$ cat src/rtl/pipo_rr_arbiter.sv
// Round-robin write arbiter owning a shared N-bit PIPO register.
// One requester is granted per IDLE/ACK slot pair; the ack is registered and one-hot.
module pipo_rr_arbiter #(
    parameter int N    = 8,
    parameter int NREQ = 4
) (
    input  logic                     CLK,
    input  logic                     res,
    input  logic                     clr,
    input  logic [NREQ-1:0]          req,
    input  logic [NREQ*N-1:0]        D,
    output logic [N-1:0]             Q,
    output logic [NREQ-1:0]          ack,
    output logic [$clog2(NREQ)-1:0]  owner,
    output logic                     valid
);

    localparam int PW = $clog2(NREQ);

    typedef enum logic {
        ST_IDLE = 1'b0,
        ST_ACK  = 1'b1
    } state_t;

    state_t          state_q, state_d;
    logic [N-1:0]    data_q, data_d;
    logic [NREQ-1:0] ack_q, ack_d;
    logic [PW-1:0]   owner_q, owner_d;
    logic            valid_q, valid_d;
    logic [PW-1:0]   ptr_q, ptr_d;
    logic [PW-1:0]   win;

    // First set request at or after the pointer, wrapping modulo NREQ.
    function automatic logic [PW-1:0] rr_pick(input logic [NREQ-1:0] r,
                                              input logic [PW-1:0]   p);
        logic [PW-1:0] w;
        logic          found;
        int            idx;
        w     = '0;
        found = 1'b0;
        for (int k = 0; k < NREQ; k++) begin
            idx = (int'(p) + k) % NREQ;
            if (!found && r[idx]) begin
                found = 1'b1;
                w     = PW'(idx);
            end
        end
        return w;
    endfunction

    function automatic logic [PW-1:0] rr_next(input logic [PW-1:0] w);
        if (int'(w) == NREQ - 1) begin
            return '0;
        end
        return w + PW'(1);
    endfunction

    assign win = rr_pick(req, ptr_q);

    always_comb begin
        state_d = state_q;
        data_d  = data_q;
        ack_d   = '0;
        owner_d = owner_q;
        valid_d = valid_q;
        ptr_d   = ptr_q;
        if (clr) begin
            // Clear wins over any grant; pointer and owner are deliberately kept.
            data_d  = '0;
            valid_d = 1'b0;
            state_d = ST_IDLE;
        end else begin
            case (state_q)
                ST_IDLE: begin
                    if (|req) begin
                        data_d  = D[int'(win)*N +: N];
                        owner_d = win;
                        valid_d = 1'b1;
                        ack_d   = NREQ'(1) << win;
                        ptr_d   = rr_next(win);
                        state_d = ST_ACK;
                    end
                end
                ST_ACK: begin
                    state_d = ST_IDLE;
                end
                default: begin
                    state_d = ST_IDLE;
                end
            endcase
        end
    end

    always_ff @(posedge CLK) begin
        if (res) begin
            state_q <= ST_IDLE;
            data_q  <= '0;
            ack_q   <= '0;
            owner_q <= '0;
            valid_q <= 1'b0;
            ptr_q   <= '0;
        end else begin
            state_q <= state_d;
            data_q  <= data_d;
            ack_q   <= ack_d;
            owner_q <= owner_d;
            valid_q <= valid_d;
            ptr_q   <= ptr_d;
        end
    end

    assign Q     = data_q;
    assign ack   = ack_q;
    assign owner = owner_q;
    assign valid = valid_q;

endmodule

$ cat config.mk
export PLATFORM = sky130hd
export DESIGN_NAME = pipo_rr_arbiter
export DESIGN_NICKNAME = d
export VERILOG_FILES = /design/src/rtl/pipo_rr_arbiter.sv
export SDC_FILE = /design/constraint.sdc
export NUM_CORES = 1
export LEC_CHECK = 0
export ABC_AREA = 1
export CORE_MARGIN = 4
export CORE_UTILIZATION = 43
export CTS_CLUSTER_DIAMETER = 40
export CTS_CLUSTER_SIZE = 12
export DETAILED_ROUTE_END_ITERATION = 10
export GPL_TIMING_DRIVEN = 0
export PLACE_DENSITY_LB_ADDON = 0.05
export REMOVE_ABC_BUFFERS = 1
export SYNTH_ARGS = -nofsm -noshare
export SYNTH_HDL_FRONTEND = slang
export SYNTH_SLANG_ARGS = --single-unit
$ cat constraint.sdc
create_clock -name CLK -period 2.21 [get_ports CLK]
set_clock_uncertainty 0.05 [all_clocks]
set_input_delay 0.663 -clock CLK [delete_from_list [all_inputs] [get_ports CLK]]
set_output_delay 0.663 -clock CLK [all_outputs]
set_load 0.02 [all_outputs]
==> impl_metrics.yaml <==
clock_network:
  hold_buffers: 0
  clkLatencyLatePin_ps: 310
  cts_buffers: 3
  cts_max_level: 1
  cts.clk_slew.worst_paths_ps: 110
  clock_sinks: 18
  clockBufferDepth: 2
  cts_root_buf: "clkbuf_4"
  cts_tree: "done"
sta:
  max_slew_margin_pct: 63.29
  holdWs_ps: 429.6
  fin_crit_sh_pct: 91.79
  tns_ps: 0
  finalMaxSlewViolations: 0
  period_minus_slack_ps: 2029
  fin_ws_ps: 181.4
  finalSetupViolations: 0
  fmax_mhz: 493.0
  hold_viol: 0
  tightest_slew_ps: 545.6
hold_path:
  hold_path_class: "flop to flop"
  worstHoldStart: "owner[0]"
  holdPathStages: 2
  worst_hold_path.endpoint: "owner[0]"
setup_path:
  critPathKind: "flop to flop"
  critical_path.cell_chain: "inv_2 > nand2_1 > nand2_1 > nand2_1 > nand2_2 > inv_2 > nand3_4 > nor2_4 > nor2_2 > nor2_4 > buf_4 > nand3_1 > nand3_1 > nand2_1 > inv_1"
  r2r_end: "Q[1]"
  cp-end-kind: "flop"
  critPathMaxStageDelay_ps: 460
  critPathBufInv: 4
  required_ps: 2420
  regToRegSetupSlack_ps: 180
  cp_max_fo: 11
  worstReg2RegStart: "ptr_q[0]"
  worst_path_max_delay_cell: "dfxtp_2"
  path_depth: 15
  crit_top_cell: "nand2_1"
  critPathTopFamily: "simple AND/OR/NAND/NOR gates"
  reg2reg_depth: 15
  cp-start-kind: "flop"
  cp.arrival_ps: 2240
power_and_ir_drop:
  powerDensity_mw_per_mm2: 1258
  peakVddDrop_mv: 0.6238
  leakage_nw: 1.154
  power_mw: 2.711
synth:
  netlist_instances: 236
  syn_area_per_cell_um2: 5.811
  synth.distinct_cells: 22
  ys_seq_area_share_pct: 26.28
  async_flop_share_pct: 0
  synth_most_common_cell: "nand2_1"
  synth_common_cells: "63 x nand2_1, 49 x inv_1, 48 x nand3_1"
  netlist_top_cells_area: "dfxtp_1 26%, nand3_1 18%, nand2_1 17%"
  synth_top_area_share_pct: 26.28
  synthesis.area_mm2: 0.001371
  synth_flop_cell: "dfxtp_1"
  synth-seq-cells: 18
  yosys.area.top_type: "dfxtp_1"
  synth-edff-count: 0
  ys_warn_count: 0
grt:
  antenna_found_initial: 0
  grt_max_degree: 18
  use_met1_pct: 24.41
  grt_use_met2_pct: 36.21
  grt_usage_pct: 20.35
  grt_pass1_wl_um: 6741
  gr-max-usage-layer: "met2"
  grtUsageMet3_pct: 5.199
  grt_overflow: 0
  grt_pass1_vias: 1444
detailed_routing:
  drt_wl_total_um: 3919
  detail_route.first_pass.iterations: 4
  wl_per_cell_um: 11.39
  first_iter_violations: 160
  vias_per_cell: 4.744
  ant_nets: 0
  drc: 0
  via_count: 1632
finish:
  num_antenna_cells: 0
  multi_input_area_um2: 882.1
  final_core_util_pct: 70.57
  fin_area_mm2: 0.002155
  drive_above_1_share_pct: 16.00
  nFillCells: 271
  stdcell_count: 344
  fin_nets: 340
  syn_to_final_growth_pct: 57.12
  seq_area_um2: 361.6
placed_design:
  dp_hpwl_um: 2514
  dp_cells: 326
  dp_slack_ps: -674.5
  dpl_cell_area_mm2: 0.001906
  gp_congestion: 0.8429
  port_buffers: 53
flow_run:
  maxCapViolations: 0
floorplan:
  die_h_um: 64.47
  rows: 20
  core_mm2: 0.003053
  die_x_um: 64.47
  die-area_mm2: 0.004156
  top_level_ports: 54
  start_util_pct: 44.92
outcome:
  status: "finished clean"
==> placed cells by master (no fill, tap or decap), drive strengths merged, types with 2 or more instances in the layout <==
master         netlist  routed
clkdlybuf4s50        0      49
nand2               72      76
nor2                31      31
dlygate4sd2          0       2
dfxtp               18      18
clkbuf               0       4
dlymetal6s2s         0       2
buf                  7      10
nand3               49      49
inv                 52      52
==> cell families after synthesis <==
logic type,after synthesis,synth area share [%]
AND/OR/NAND/NOR,155,53.10
buffers and inverters,59,17.97
flip-flops,18,26.28
AO/OA/AOI/OAI,4,2.646
==> layout make-up <==
type / count / share of cell area (%)
Sequential cell: 18 / 16.78
Inverter: 52 / 9.059
Clock buffer: 4 / 1.684
Tap cell: 44 / 2.555
Timing Repair Buffer: 63 / 28.98
Multi-Input combinational cell: 163 / 40.94
==> timing repair <==
action | CTS | global route
resized for setup | 13 | 8
setup endpoints to repair | 17 | 16
gates cloned | 4 | 0
setup buffers | 9 | 1
endpoints found under the hold margin | 0 | 0
pin swaps | 9 | 3
==> routing by layer <==
layer  up-vias  routed length (um)  share of wire [%]
met4         0                  40                1.0
met3         5                 308                7.9
met5         -                   0                  0
met1       719                1569                 40
li1        847                   -                  -
met2        61                2002                 51
==> worst max path at each step <==
stage | from | slack [ps] | end
2_1_floorplan | req[3] | 250 | Q[0]
3_3_place_gp | req[0] | -650 | ptr_q[1]
3_5_place_dp | req[0] | -670 | ptr_q[1]
4_1_cts | req[2] | 9 | Q[4]
5_1_grt | ptr_q[0] | -6 | Q[2]
6_report | ptr_q[0] | 180 | Q[1]
==> worst min-delay path, delay by kind of cell, from the launching register on <==
family / cells / cell delay [ps]
AND/OR/NAND/NOR: 2 / 120
flip-flops: 1 / 330
==> state kept, by name, summed over array words and instances (netlist names) <==
name and flops:
state_q 1, ptr_q 2, owner 2, Q 8
ack 4, valid 1
==> where the power goes <==
group          switching (mW)  internal (mW)
Combinational            1.20          0.834
Clock                   0.111          0.101
Sequential             0.0637          0.403
No activity file was read; power rests on OpenSTA's default activity.
